### config.mk
export PLATFORM = sky130hd
export DESIGN_NAME = mips32_run_controller
export DESIGN_NICKNAME = d
export VERILOG_FILES = /design/src/rtl/mips32_run_controller.sv
export SDC_FILE = /design/constraint.sdc
export NUM_CORES = 1
export LEC_CHECK = 0
export BUFFER_PORTS_ARGS = -buffer_cell sky130_fd_sc_hd__buf_2
export CORE_MARGIN = 5
export CORE_UTILIZATION = 51
export CTS_CLUSTER_DIAMETER = 100
export DETAILED_ROUTE_END_ITERATION = 10
export PLACE_DENSITY_LB_ADDON = 0.05
export SLEW_MARGIN = 20
export SYNTH_ARGS = -nofsm -noshare
export SYNTH_HDL_FRONTEND = slang
export SYNTH_SLANG_ARGS = --single-unit
### constraint.sdc
create_clock -name clk -period 3.8 [get_ports clk]
set_clock_uncertainty 0.05 [all_clocks]
set_input_delay 0.19 -clock clk [delete_from_list [all_inputs] [get_ports clk]]
set_output_delay 0.19 -clock clk [all_outputs]
set_load 0.1 [all_outputs]
### src/rtl/mips32_run_controller.sv
// Run controller for the single-cycle MIPS32 core: loads a program, runs it, stops on halt or watchdog.
// Optional single-step support is compiled in when MIPS_RUN_CTRL_STEP_EN is defined.
//
//   state  | meaning
//   -------+---------------------------------------------------------------
//   IDLE   | core stopped, waiting for start
//   LOAD   | streaming loader words into instruction memory
//   RUN    | core enabled, cycles counted, halt word and watchdog monitored
//   HALTED | run finished; count and timeout held until the next start
module mips32_run_controller #(
    parameter int unsigned ADDR_W     = 8,
    parameter logic [31:0] HALT_WORD  = 32'h0000000C,
    parameter logic [31:0] MAX_CYCLES = 32'd100000
) (
    input  logic              clk,
    input  logic              rst_n,
    input  logic              start,
    input  logic              abort,
    input  logic [ADDR_W:0]   load_len,
    input  logic              ld_valid,
    input  logic [31:0]       ld_data,
    input  logic [31:0]       instruction,
`ifdef MIPS_RUN_CTRL_STEP_EN
    input  logic              step_mode,
    input  logic              step,
`endif
    output logic              ld_ready,
    output logic              imem_we,
    output logic [ADDR_W-1:0] imem_waddr,
    output logic [31:0]       imem_wdata,
    output logic              core_en,
    output logic              pc_clear,
    output logic              busy,
    output logic              done,
    output logic              timeout,
    output logic [31:0]       cycle_count
);

    typedef enum logic [1:0] {
        S_IDLE   = 2'd0,
        S_LOAD   = 2'd1,
        S_RUN    = 2'd2,
        S_HALTED = 2'd3
    } state_t;

    localparam logic [ADDR_W:0] LEN_ONE = (ADDR_W+1)'(1);
    localparam logic [ADDR_W:0] LEN_MAX = LEN_ONE << ADDR_W;
    localparam logic [31:0]     WDOG_LAST = MAX_CYCLES - 32'd1;

    state_t            state_q, state_d;
    logic [ADDR_W:0]   len_q, len_d;
    logic [ADDR_W-1:0] waddr_q, waddr_d;
    logic [31:0]       cnt_q, cnt_d;
    logic              timeout_q, timeout_d;
    logic              core_en_q, core_en_d;

    logic launch;
    logic accept;
    logic last_word;
    logic run_cycle;
    logic halt_hit;
    logic wdog_hit;
    logic step_ok;

    assign launch    = (state_q == S_IDLE || state_q == S_HALTED) && start && !abort;
    assign accept    = (state_q == S_LOAD) && ld_valid;
    assign last_word = ({1'b0, waddr_q} == (len_q - LEN_ONE));
    // A cycle only counts (and is only checked for halt/watchdog) when the core actually advanced.
    assign run_cycle = (state_q == S_RUN) && core_en_q;
    assign halt_hit  = run_cycle && (instruction == HALT_WORD);
    assign wdog_hit  = run_cycle && (MAX_CYCLES != 32'd0) && (cnt_q == WDOG_LAST);

`ifdef MIPS_RUN_CTRL_STEP_EN
    logic step_q;

    always_ff @(posedge clk or negedge rst_n) begin
        if (!rst_n) begin
            step_q <= 1'b0;
        end else begin
            step_q <= step;
        end
    end

    assign step_ok = !step_mode || (step && !step_q);
`else
    assign step_ok = 1'b1;
`endif

    always_comb begin
        state_d = state_q;
        if (abort) begin
            state_d = S_IDLE;
        end else begin
            case (state_q)
                S_IDLE, S_HALTED: begin
                    if (start) begin
                        state_d = (load_len == '0) ? S_RUN : S_LOAD;
                    end
                end
                S_LOAD: begin
                    if (accept && last_word) begin
                        state_d = S_RUN;
                    end
                end
                S_RUN: begin
                    if (halt_hit || wdog_hit) begin
                        state_d = S_HALTED;
                    end
                end
                default: state_d = S_IDLE;
            endcase
        end
    end

    always_comb begin
        len_d = len_q;
        if (launch) begin
            len_d = (load_len > LEN_MAX) ? LEN_MAX : load_len;
        end
    end

    // The address holds on the last word so a full 2**ADDR_W load never wraps to 0.
    always_comb begin
        waddr_d = waddr_q;
        if (launch) begin
            waddr_d = '0;
        end else if (accept && !last_word) begin
            waddr_d = waddr_q + 1'b1;
        end
    end

    always_comb begin
        cnt_d = cnt_q;
        if (launch) begin
            cnt_d = '0;
        end else if (run_cycle && (cnt_q != 32'hFFFF_FFFF)) begin
            cnt_d = cnt_q + 32'd1;
        end
    end

    always_comb begin
        timeout_d = timeout_q;
        if (abort || launch) begin
            timeout_d = 1'b0;
        end else if (wdog_hit && !halt_hit) begin
            timeout_d = 1'b1;
        end
    end

    assign core_en_d = (state_d == S_RUN) && step_ok;

    always_ff @(posedge clk or negedge rst_n) begin
        if (!rst_n) begin
            state_q   <= S_IDLE;
            len_q     <= '0;
            waddr_q   <= '0;
            cnt_q     <= '0;
            timeout_q <= 1'b0;
            core_en_q <= 1'b0;
        end else begin
            state_q   <= state_d;
            len_q     <= len_d;
            waddr_q   <= waddr_d;
            cnt_q     <= cnt_d;
            timeout_q <= timeout_d;
            core_en_q <= core_en_d;
        end
    end

    assign ld_ready    = (state_q == S_LOAD);
    assign imem_we     = accept;
    assign imem_waddr  = waddr_q;
    assign imem_wdata  = ld_data;
    assign core_en     = core_en_q;
    assign pc_clear    = launch;
    assign busy        = (state_q == S_LOAD) || (state_q == S_RUN);
    assign done        = (state_q == S_HALTED);
    assign timeout     = timeout_q;
    assign cycle_count = cnt_q;

endmodule

Word level (Yosys, flattened, before mapping) --
Index checks and enable logic that the tools add are counted.
Operators by class: add/sub/neg operators 3, magnitude comparators 1, eq/ne operators 8, mux-type cells 13, reductions and logical operators 23
Operator list (number):
- two-way mux 32 bit | 2
- adder 32 x 1 -> 32 bit (second input constant) | 1
- equality test 32 x 17 -> 1 bit (second input constant) | 1
- equality test 32 x 4 -> 1 bit (second input constant) | 1
- != test 32 bit (second input constant) | 1
- two-way mux 8 bit | 2
- logical AND 1 bit | 10
- two-way mux 2 bit | 5
- equality test 8 x 9 -> 1 bit | 1
- > comparator 9 bit (second input constant) | 1
- zero test 9 bit | 1
- two-way mux 9 bit | 1
- subtractor 9 x 1 -> 9 bit (second input constant) | 1
- adder 8 x 1 -> 8 bit (second input constant) | 1
- equality test 2 bit (second input constant) | 3
- case mux 2 bit (3 select lines) | 1
- nonzero test 2 bit | 3
- logical OR 1 bit | 4
- zero test 1 bit | 3
- equality test 2 x 1 -> 1 bit (second input constant) | 1
- zero test 2 bit | 1
- two-way mux 1 bit | 2
- OR reduction 2 bit | 1
Word-level totals: bits in registers 53, input port bits 78, output and inout port bits 79, logic and storage cells 54

Logic depth before layout (Yosys ltp) --
depth after elaboration 8, gate-level depth with buffers 11, gate-level depth less buffers 9

Worst setup path before layout --
No wires, ideal clock.
path kind reg2reg, from register state_q[1], to register waddr_q[4], in the netlist imem_waddr[4], library setup time 0.069 ns, arrival 3.098 ns, data required time 3.681 ns, setup slack 0.583 ns, stages on the path, launching flop included 8, path buffers 1, period minus slack after synthesis 3.217 ns, cell sequence dfrtp_1 > inv_1 > ha_1 > and2_1 > o21ai_2 > buf_6 > or4_1 > nand2_1
On the way: elaborated cells between the ends (all ways) 10, those cells by class 2 x eq/ne; 1 x mux; 7 x reduce/logical
RTL lines:
- start, declared | line 50 | state_t state_q, state_d;
- start signal, assigned | line 161 | state_q <= state_d;
- equality test 2 x 1 -> 1 bit
- via ld_ready | line 27 | output logic ld_ready,
- logical AND 1 bit | line 66 | assign accept = (state_q == S_LOAD) && ld_valid;
- via imem_we | line 28 | output logic imem_we,
- logical AND 1 bit | line 127 | end else if (accept && !last_word) begin
- nonzero test 2 bit (no line)
- end signal, assigned | line 163 | waddr_q <= waddr_d;
- end, declared | line 52 | logic [ADDR_W-1:0] waddr_q, waddr_d;
The timed path passes the listed nets, and every way through them passes these cells. A chain may end at the register's enable or synchronous reset.

Final worst setup path --
from register state_q[0], to register core_en_q, in the netlist core_en
On the way: longest elaborated chain between the ends 8, elaborated cells between the ends (all ways) 17, those cells by class 4 x eq/ne; 5 x mux; 8 x reduce/logical
Ends and longest elaborated chain:
- equality test 2 bit | line 69, 94
- logical AND 1 bit | line 69 | assign run_cycle = (state_q == S_RUN) && core_en_q;
- logical AND 1 bit (on tied branches) | line 70, 71
- logical OR 1 bit | line 106 | if (halt_hit || wdog_hit) begin
- two-way mux 2 bit | line 106
- case mux 2 bit (3 select lines) * | line 94 | case (state_q)
- two-way mux 2 bit * | line 91 | if (abort) begin
- equality test 2 bit * | line 150 | assign core_en_d = (state_d == S_RUN) && step_ok;
- via core_en_d | line 55 | logic core_en_q, core_en_d;
- end signal, assigned | line 166 | core_en_q <= core_en_d;
- end, declared | line 55
Mark *: on every way through the listed nets, which the timed path passes. The rest lies on a longest branch.

==> impl_metrics.yaml <==
floorplan:
  io_pins: 157
  initial_core_util_pct: 51.6
  die_h_um: 92.2
  dieWidth_um: 92.2
  fp.coreArea_um2: 6680
  placementRows: 30
  die_area_um2: 8500
grt:
  track_usage_pct: 20.8
  grt_pass1_wl_mm: 14.3
  first_global_vias: 2913
  grt_overflow: 0
  grt_max_degree: 33
  antenna_found_initial: 0
timing:
  worst_pin_slew_ps: 679
  finalHoldViolCount: 0
  slew_viol_final: 0
  fin_crit_ps: 2860
  final.setup.tns_ps: 0
  fmax_ghz: 0.350
  slew-limit-headroom_pct: 54.1
  rsz0062_at_grt: "false"
  fin_crit_sh_pct: 75.1
  setup_viol: 0
route:
  via_per_inst: 5.72
  wl_per_cell_um: 16.5
  routed.top_layer: "met4"
  first_pass_iters: 4
  met3_length_um: 632
  ant_nets: 0
  drtIter0Drc: 142
  routed_wl_mm: 8.69
  drc_errors: 0
  wl_met1_mm: 4.06
  via_count: 3013
  met2_length_mm: 3.88
logic_synthesis:
  synthDistinctLibCells: 53
  synth-main-ff-cell: "dfrtp_1"
  syn_area_um2: 3450
  netlist_instances: 388
  synth_edf_count: 0
  synth_seq_cells: 53
  synthTopCellsByCount: "dfrtp_1 (53), nor2_1 (45), buf_4 (32), nand2_1 (31), xnor2_1 (23)"
  yosysWarningCount: 0
  yosysSeqAreaShare_pct: 38.5
  synth_top_area_share_pct: 38.5
  synth.avg_cell_area_um2: 8.88
  synth_area_leaders: "dfrtp_1 (38%), buf_4 (7.0%), xnor2_1 (5.8%), nor2_1 (4.9%), xor2_1 (4.1%)"
  postSynth.asyncResetShare_pct: 100
  synth_nets: 472
  yosysMostFrequentCell: "dfrtp_1"
  synth_top_cell_by_area: "dfrtp_1"
pwr:
  seqPwrFrac_pct: 36.0
  powerDensity_nw_per_um2: 543
  clockPowerShare_pct: 19.4
  sw_frac_of_total_pct: 45.4
  p_int_w: 0.00114
  p_comb_share_pct: 44.6
  leakagePower_nw: 1.87
  ir_worst_vdd_uv: 550
  switching_power_w: 0.000950
cts:
  tritoncts: "built"
  cts_resized: 0
  clk_latency_ps: 310
  ctsRootBufferMaster: "clkbuf_8"
  clock-sinks: 53
  cts_setup_buffers: 0
  cts-hold-fix-buffers: 1
  ctsHtreeMaxLevel: 2
  clockBufferDepth: 2
  clkTransAtPathRegs_ps: 100
  numCtsBuffers: 5
finish:
  final_nets: 530
  fillCellCount: 631
  drive_above_1_share_pct: 25.7
  utilization_pct: 57.6
  syn2layout_area_growth_pct: 11.6
  n_antenna_cell: 0
setup_path:
  critPathMaxFanout: 6
  required_ps: 3960
  end_kind: "flop"
  start_kind: "flop"
  cp.arrival_ps: 3020
  path_class: "flop to flop"
run:
  max-cap-violations: 0
placed_design:
  gp_congestion: 0.944
  portBuffers: 92
  dpl.hpwl_mm: 6.73
run_status:
  status: "completed"
worst_hold_path:
  hold_path_class: "primary input to flop"
## layer usage
metal  vias up  global-route usage (%)
li1       1453                       -
met1      1441                    29.0
met2       102                    32.6
met3        17                    5.09
met4         0                    5.20
met5         -                       0
## cells in the final DEF, fill, tap and decap left out, types with 10 or more instances in the layout
| cell | n |
|---|---|
| o21ai_0 | 14 |
| nor4_1 | 18 |
| dfrtp_1 | 53 |
| nand2_1 | 31 |
| nand4_1 | 12 |
| xnor2_1 | 23 |
| nand3_1 | 15 |
| or4_1 | 10 |
| xor2_1 | 16 |
| buf_2 | 92 |
| nor2_1 | 45 |
## per-stage QoR
| stage | instance area, µm² | worst slack [ps] | hold WS (ps) | cells | power, W |
|---|---|---|---|---|---|
| floorplan | 3450 | 583 | -156 | 388 | 0.00166 |
| global placement | 3720 | 1120 | 206 | 518 | 0.00169 |
| detailed placement | 3720 | 966 | 218 | 518 | 0.00170 |
| CTS | 3850 | 952 | 25.2 | 527 | 0.00211 |
| global route | 3850 | 804 | 28.2 | 527 | 0.00221 |
| finish | 3850 | 944 | 26.7 | 527 | 0.00209 |
## layout make-up
type	count	area (µm²)	area share, %
inverter	10	37.5	0.976
sequential	53	1330	34.5
multi-input combinational	281	1780	46.3
timing repair buffer	95	485	12.6
tap	80	100	2.60
clock inverter	1	30.0	0.780
clock buffer	7	86.3	2.24
## power by group through the flow
stage          Clock (W)  Sequential (W)  Combinational (W)
2_1_floorplan          0        0.000877           0.000782
3_3_place_gp           0        0.000761           0.000926
3_5_place_dp           0        0.000764           0.000932
4_1_cts         0.000416        0.000753           0.000937
5_1_grt         0.000433        0.000770            0.00101
6_report        0.000406        0.000753           0.000932
## kinds of logic (layout without fill, tap and decap cells)
kind of cell / Yosys count / in the layout / share of synthesized area, %
buffers and inverters: 54 / 113 / 9.84
muxes: 2 / 2 / 0.617
and+or+nand+nor: 189 / 189 / 30.2
adders and majority gates: 6 / 6 / 2.18
DFF: 53 / 53 / 38.5
xor gates and xnor gates: 40 / 40 / 10.6
AOI/OAI and AO/OA: 44 / 44 / 8.13
## path summary, 6_finish.rpt
check                           start             end  slack (ps)  depth (start not counted)
min in group asynchronous       rst_n   imem_waddr[4]         390                          2
hold / removal                  abort         timeout          30                          2
hold reg to reg              len_q[8]        len_q[8]         520                          2
setup reg to reg           state_q[0]         core_en         940                          9
setup / recovery           state_q[0]         core_en         940                          9
max in group asynchronous       rst_n  cycle_count[3]        2520                          3
## registers in the layout (all words and copies together), names as in the netlist
register / count
core_en: 1
cycle_count: 32
imem_waddr: 8
len_q: 9
state_q: 2
timeout: 1
## critical path, cell delays in order, from the launching register on
cell,delay [ps]
dfrtp_1,450
inv_1,80
ha_1,260
nand4_1,340
nor4_1,360
nor4b_1,610
o31a_1,200
o221a_2,190
nor2_1,40
o21a_1,170
(Power assumes the default switching activity.)
